--- src/rtl/gearbox_tx_pkg.sv ---
// Shared PCS definitions for the 66b/64b transmit gearbox.
// Lane geometry, block type and sequence counter limits.
package gearbox_tx_pkg;

  localparam int LANE_N     = 4;
  localparam int HEAD_W     = 2;
  localparam int DATA_W     = 64;
  localparam int BLOCK_W    = HEAD_W + DATA_W;
  localparam int GB_SEQ_MAX = 32;
  localparam int GB_SEQ_W   = 6;

  typedef logic [BLOCK_W-1:0] gb_block_t;

endpackage

--- src/rtl/gearbox_tx_lane.sv ---
// One lane of the 66b->64b gearbox: shift/merge datapath
// plus the residual register that carries leftover bits.
module gearbox_tx_lane #(
  parameter int HEAD_W = 2,
  parameter int DATA_W = 64
) (
  input  logic              clk,
  input  logic              reset,
  input  logic [5:0]        seq,
  input  logic              acc,
  input  logic              drn,
  input  logic [HEAD_W-1:0] head,
  input  logic [DATA_W-1:0] data,
  output logic [DATA_W-1:0] word
);
  import gearbox_tx_pkg::*;

  localparam int BLK_W  = HEAD_W + DATA_W;
  localparam int WIDE_W = 2 * DATA_W;

  logic [BLK_W-1:0]  blk;
  logic [6:0]        sh;
  logic [DATA_W-1:0] res_q;
  logic [DATA_W-1:0] occ;
  logic [DATA_W-1:0] res_m;
  logic [WIDE_W-1:0] blk_sh;
  logic [WIDE_W-1:0] wide;

  // Place the new block above the valid residual bits.
  // Bits above occupancy are masked so they never leak out.
  always_comb begin
    blk    = {data, head};
    sh     = {seq, 1'b0};
    occ    = '1;
    if (seq < 6'(GB_SEQ_MAX))
      occ  = (DATA_W'(1) << sh) - DATA_W'(1);
    res_m  = res_q & occ;
    blk_sh = {{(WIDE_W-BLK_W){1'b0}}, blk} << sh;
    wide   = blk_sh | {{DATA_W{1'b0}}, res_m};
  end

  // Low half goes out; high half becomes the new residual.
  always_ff @(posedge clk or posedge reset) begin
    if (reset) begin
      res_q <= '0;
      word  <= '0;
    end else if (acc) begin
      word  <= wide[DATA_W-1:0];
      res_q <= wide[WIDE_W-1:DATA_W];
    end else if (drn) begin
      word  <= res_m;
      res_q <= '0;
    end
  end

endmodule

--- src/rtl/gearbox_tx.sv ---
// Per-lane 66b->64b transmit gearbox after AM insertion.
// Shared sequence counter; one idle input slot every 33 cycles.
module gearbox_tx #(
  parameter int LANE_N = 4,
  parameter int HEAD_W = 2,
  parameter int DATA_W = 64
) (
  input  logic                     clk,
  input  logic                     reset,
  input  logic                     valid_i,
  input  logic [LANE_N*HEAD_W-1:0] head_i,
  input  logic [LANE_N*DATA_W-1:0] data_i,
  output logic                     ready_o,
  output logic                     valid_o,
  output logic [LANE_N*DATA_W-1:0] data_o
);
  import gearbox_tx_pkg::*;

  logic [GB_SEQ_W-1:0] seq_q;
  logic [GB_SEQ_W-1:0] seq_d;
  logic                acc;
  logic                drn;

  assign ready_o = (seq_q != GB_SEQ_W'(GB_SEQ_MAX));
  assign acc     = valid_i & ready_o;
  assign drn     = ~ready_o;

  // Next sequence value: step on accept, wrap after drain.
  always_comb begin
    seq_d = seq_q;
    unique case (1'b1)
      drn:     seq_d = '0;
      acc:     seq_d = seq_q + GB_SEQ_W'(1);
      default: seq_d = seq_q;
    endcase
  end

  // Sequence counter and output-valid register.
  always_ff @(posedge clk or posedge reset) begin
    if (reset) begin
      seq_q   <= '0;
      valid_o <= 1'b0;
    end else begin
      seq_q   <= seq_d;
      valid_o <= acc | drn;
    end
  end

  for (genvar l = 0; l < LANE_N; l++) begin : g_lane
    gearbox_tx_lane #(
      .HEAD_W (HEAD_W),
      .DATA_W (DATA_W)
    ) u_lane (
      .clk   (clk),
      .reset (reset),
      .seq   (seq_q),
      .acc   (acc),
      .drn   (drn),
      .head  (head_i[l*HEAD_W +: HEAD_W]),
      .data  (data_i[l*DATA_W +: DATA_W]),
      .word  (data_o[l*DATA_W +: DATA_W])
    );
  end

endmodule

--- config.mk ---
export PLATFORM = sky130hd
export DESIGN_NAME = gearbox_tx
export DESIGN_NICKNAME = d
export VERILOG_FILES = /design/src/rtl/gearbox_tx_pkg.sv /design/src/rtl/gearbox_tx_lane.sv /design/src/rtl/gearbox_tx.sv
export SDC_FILE = /design/constraint.sdc
export NUM_CORES = 2
export LEC_CHECK = 0
export CAP_MARGIN = 20
export CELL_PAD_IN_SITES_DETAIL_PLACEMENT = 0
export CELL_PAD_IN_SITES_GLOBAL_PLACEMENT = 1
export CORE_MARGIN = 4
export CORE_UTILIZATION = 41
export DETAILED_ROUTE_END_ITERATION = 16
export MAX_ROUTING_LAYER = met4
export PLACE_DENSITY_LB_ADDON = 0.1
export SYNTH_ARGS = -nofsm -noshare
export SYNTH_HDL_FRONTEND = slang
export SYNTH_HIERARCHICAL = 1
export SYNTH_SLANG_ARGS = --single-unit
--- constraint.sdc ---
create_clock -name clk -period 4.7 [get_ports clk]
set_clock_uncertainty 0.1 [all_clocks]
set_input_delay 0.94 -clock clk [delete_from_list [all_inputs] [get_ports clk]]
set_output_delay 0.94 -clock clk [all_outputs]
set_load 0.02 [all_outputs]
Word level (Yosys, flattened, before mapping)
Cells that the tools add are included.

storage, ports and cells
  word-level logic and storage cells = 47
  output and inout bits = 258
  input port bits = 267
  register bits after elaboration = 519

operators by class
  muxes and demuxes = 15
  add/subtract/negate cells = 2
  reductions and logical operators = 1
  eq/ne operators = 2
  $lt $le $gt $ge = 1
  bitwise gates (word level) = 11
  shifts and indexed selects = 5

operators with widths
  cell                     count
  $mux W64                 14
  $or A128 B64 Y128        4
  $shl A66 B7 Y128         4
  $and A64 B64 Y64         4
  $shl A1 B7 Y64 const A   1
  $sub A64 B2 Y64 const B  1
  $pmux W6 S2              1
  $add A6 B1 Y6 const B    1
  $lt A6 B6 Y1 const B     1
  $ne A6 B6 Y1 const B     1
  $ne A2 B1 Y1 const B     1
  $reduce_bool A2 Y1       1
  $and A1 B1 Y1            1
  $not A1 Y1               1
  $or A1 B1 Y1             1

Logic depth before layout (Yosys ltp)
  depth in word-level cells = 6
  depth in mapped cells = 14
  mapped depth without buffers = 10

Hierarchy
Netlist, hierarchy kept.

modules (own cells, without submodules)
  module                                  area each (um^2)  cells each  seq. area each (um^2)  instances
  gearbox_tx_lane (g_lane[0].u_lane ...)  11838.9           1322        3203.1                 2
  gearbox_tx_lane (g_lane[2].u_lane ...)  11721.2           1276        3203.1                 2
  gearbox_tx                              369.1             37          175.2                  1

Least setup slack after synthesis
OpenSTA, ideal clock, no wires.

  kind = reg2reg
  start = register seq_q[3]
  end = register g_lane[2].u_lane.word[56]
  data arrival time = 2.881 ns
  setup time = 0.134 ns
  slack = 1.585 ns
  buffers on the path = 5
  stages on the path, launching flop included = 14
  required time = 4.466 ns
  clock period less this slack = 3.115 ns
  path through = dfrtp_1 > buf_2 > buf_2 > buf_2 > or3_1 > nor2_1 > nand2_1 > ha_1 > clkbuf_1 > clkbuf_1 > o21ai_0 > o2bb2ai_1 > a211oi_1 > o22ai_1

between the ends
  cells in the longest elaborated chain, start to end = 6
  elaborated cells between the ends (all ways) = 12
  those cells by class = add/sub: 1; order compare: 1; eq/ne: 2; shift: 2; mux: 3; bitwise: 3

RTL lines
  what                                           RTL line                                      source
  start, declared                                gearbox_tx.sv:19                              logic [GB_SEQ_W-1:0] seq_q;
  start signal, assigned                         gearbox_tx.sv:44                              seq_q <= seq_d;
  $shl A1 B7 Y64                                 gearbox_tx_lane.sv:36                         occ = (DATA_W'(1) << sh) - DATA_W'(1);
  $sub A64 B2 Y64                                gearbox_tx_lane.sv:36
  $mux W64                                       gearbox_tx_lane.sv:35                         if (seq < 6'(GB_SEQ_MAX))
  $and A64 B64 Y64                               gearbox_tx_lane.sv:37                         res_m = res_q & occ;
  $mux W64 or $or A128 B64 Y128 (tied branches)  gearbox_tx_lane.sv:50, gearbox_tx_lane.sv:39
  $mux W64                                       gearbox_tx_lane.sv:47                         end else if (acc) begin
  end signal, assigned                           gearbox_tx_lane.sv:48                         word <= wide[DATA_W-1:0];
  end signal, assigned                           gearbox_tx_lane.sv:51                         word <= res_m;
  end, declared                                  gearbox_tx_lane.sv:14                         output logic [DATA_W-1:0] word

Several ways; a longest one is shown, not always the timed one. The select of a mux whose other input is x is not followed.
A chain may end at the register's enable or synchronous reset.

Final worst setup path
  start = register seq_q[0]
  end = register g_lane[2].u_lane.word[63]

Same word-level chain as after synthesis.

==> results.cfg <==
[global_route]
grt_pass1_vias = 48700
grt_max_degree = 123
grtUsageTotal_pct = 42.2
grt_overflow = 0
antenna_found_initial = 14
grt_pass1_wl_um = 368000

[floorplan]
die_area_um2 = 121000
num_io_pins = 525
die_w_um = 348
initial_core_util_pct = 41.4
die_y_um = 348
rows = 124
coreArea_um2 = 115000

[finish]
nets = 5830
drive_above_1_share_pct = 16.0
area_growth_pct = 19.4

[route]
wire_per_inst_um = 36.3
drc = 0
antenna_left = 0
first_pass_iters = 8
drt-vias-per-instance = 7.29
drtIter0Drc = 7966
dr_total_vias = 52000
routed_wl_um = 259000

[sta]
fin_tns_setup_ns = 0
max-slew-margin-rel_pct = 23.4
setup_viol = 0
rsz0062_at_grt = false
worst_pin_slew_ns = 1.14
fmax_mhz = 259
fin_crit_sh_pct = 82.1
fin_crit_ns = 3.86
maxSlewViolCount = 0
final-hold-violation-count = 0

[worst_setup_path]
critPathLaunchType = flip-flop
ff2ff_setup_slack_ns = 0.84
critical_path_required_ns = 5.12
crit_path_max_incr_delay_ns = 0.59
cp-end-kind = flip-flop
cp_num_buf_inv = 4
path_cells = buf_12 > nor2b_1 > nand2_1 > ha_1 > buf_4 > inv_1 > buf_4 > o21ai_0 > a221o_1 > o32a_1
critPathKind = flip-flop to flip-flop
cp_slowest_cell = dfrtp_4
cp_common_cell = buf_4
path_max_fanout = 97
critical-path-top-delay-family = compound AO/OA/AOI/OAI gates
arrival_ns = 4.28

[synth]
ys_warn_count = 6
syn_nets = 5506
synth_flop_cell = dfrtp_1
synth_edf_count = 0
synth-seq-cells = 519
synth_cell_types = 101
synth_cells = 5233
syn_area_um2 = 47500
seq_area_frac_synth_pct = 27.3
ys_async_sr_fraction_pct = 100
syn_area_per_cell_um2 = 9.07

[placement]
gp_congestion = 1.03
hpwl_um = 191000
io_buffers = 524

[clock_tree]
postCtsHoldBufs = 0
clk_latency_ns = 0.66
clockBufferDepth = 3
clock_sinks = 519
cts_root_buf = clkbuf_16
cts_tree = done
post-cts-setup-buffer-count = 0
clk_pin_slew_worst_paths_ns = 0.06
ctsResizeCount = 0
numCtsBuffers = 69
htreeDepth = 3

[pwr]
p_leak_nw = 22.1
finalPower_mw = 49.9
power_density_nw_per_um2 = 880
ir_drop_v = 0.000608

[run]
maxCapViolCount = 0

[outcome]
outcome = finished clean

[hold_path]
hold_class = flip-flop to flip-flop
registers in the layout (all words and copies together) (netlist names):
signal / count
seq_q: 6
g_lane.u_lane/word: 256
g_lane.u_lane/res_q: 256
valid_o: 1
power by group:
part,leakage [nW],switching (mW),internal (mW)
clock network,1.19,2.30,3.51
logic,14.4,23.3,12.7
registers,6.53,1.76,6.39
total,22.1,27.4,22.6
layout by cell type (no fill, tap or decap), types with 18 or more instances in the layout:
master           instances
nand2b_1                46
o21a_1                  58
a211oi_1                28
o211ai_1                82
dfrtp_1                513
a32oi_1                 40
o21ai_0                394
clkdlybuf4s50_1        524
o21ai_1                 30
mux4_1                  18
buf_4                  223
mux2_2                 158
mux2i_1                299
a221oi_1                58
nor2b_1                 58
nand3_1                117
o22ai_1                 74
a221o_1                 50
a21o_1                  26
a21oi_1                284
nor3_1                  78
or3_1                   30
a31oi_1                113
o31ai_1                 40
nor2_1                 448
clkbuf_16               72
buf_12                  26
and3_1                  23
mux4_2                 286
xnor2_1                 19
o211a_1                 22
a22oi_1                148
and2_1                  46
a22o_1                  28
inv_1                   41
a211o_1                 22
nand2_1                539
o221ai_1               114
a222oi_1                40
layout make-up:
cell class	count	area, µm²
Timing Repair Buffer	774	7450
Inverter	60	250
Clock buffer	98	2030
Clock inverter	24	385
Antenna cell	15	37.5
Multi-Input combinational cell	4133	31700
Fill cell	11000	57900
Tap cell	1512	1890
Sequential cell	519	13000
per-stage QoR:
stage	area, µm²	hold WS (ns)	std cells	utilization, %	setup WS [ns]
2_1_floorplan	47500	0.342	5233	-	0.247
3_3_place_gp	54300	0.360	6997	47.3	0.779
3_5_place_dp	54300	0.364	6997	47.3	0.761
4_1_cts	56700	0.379	7119	49.4	0.884
5_1_grt	56700	0.395	7134	49.5	0.772
6_report	56700	0.376	7135	49.5	0.843
synthesized netlist by cell type (all sizes together) (30+ instances only):
library cell / n / share of area, %
clkbuf: 276 / 2.2
nand2b: 46 / 0.61
or3: 30 / 0.40
o21ai: 429 / 4.6
mux4: 304 / 15
mux2i: 303 / 6.5
nor2: 454 / 3.6
and2: 51 / 0.67
o221ai: 116 / 2.2
mux2: 174 / 4.2
o211ai: 82 / 1.3
nor2b: 58 / 0.76
buf: 245 / 3.4
a31oi: 113 / 1.5
a221o: 50 / 1.1
inv: 58 / 0.47
nand3: 117 / 1.2
a211oi: 30 / 0.50
a221oi: 58 / 1.1
nor3: 80 / 0.86
dfrtp: 519 / 27
o31ai: 40 / 0.63
o22ai: 74 / 0.97
a22oi: 150 / 2.4
a32oi: 40 / 0.74
nand2: 542 / 4.3
o21a: 58 / 0.92
a21oi: 284 / 3.0
a222oi: 40 / 0.84
cells by family after synthesis:
kind of cell / share of synthesized area [%]
AOI/OAI and AO/OA: 26.6
and+or+nand+nor: 14.2
muxes: 25.2
buffers and inverters: 6.08
DFF: 27.3
xor gates and xnor gates: 0.424
adders and majority gates: 0.158
layer usage:
metal	share of wire (%)	global-route usage (%)	vias to the layer above	wire [µm]
li1	-	-	21100	-
met1	40	57.1	26000	103000
met2	42	59.3	4190	108000
met3	13	11.6	733	33900
met4	5.3	18.3	0	13700
met5	0	-	-	0
worst min-delay path: stages (launching register included):
cell	delay (ns)
dfrtp_1	0.34
nand2_1	0.04
o21ai_0	0.06
final timing paths:
| kind | startpoint | to | cells past startpoint |
|---|---|---|---|
| max in group asynchronous | reset | g_lane[2].u_lane/word[8]$_DFFE_PP0P_ | 3 |
| hold reg to reg | g_lane[2].u_lane/res_q[9]$_DFFE_PP0P_ | g_lane[2].u_lane/res_q[9]$_DFFE_PP0P_ | 2 |
| hold / removal | g_lane[2].u_lane/res_q[9]$_DFFE_PP0P_ | g_lane[2].u_lane/res_q[9]$_DFFE_PP0P_ | 2 |
| setup / recovery | seq_q[0]$_DFFE_PP0P_ | g_lane[2].u_lane/word[63]$_DFFE_PP0P_ | 10 |
| min in group asynchronous | reset | g_lane[3].u_lane/word[39]$_DFFE_PP0P_ | 2 |
| setup reg to reg | seq_q[0]$_DFFE_PP0P_ | g_lane[2].u_lane/word[63]$_DFFE_PP0P_ | 10 |
(Power assumes the default switching activity.)
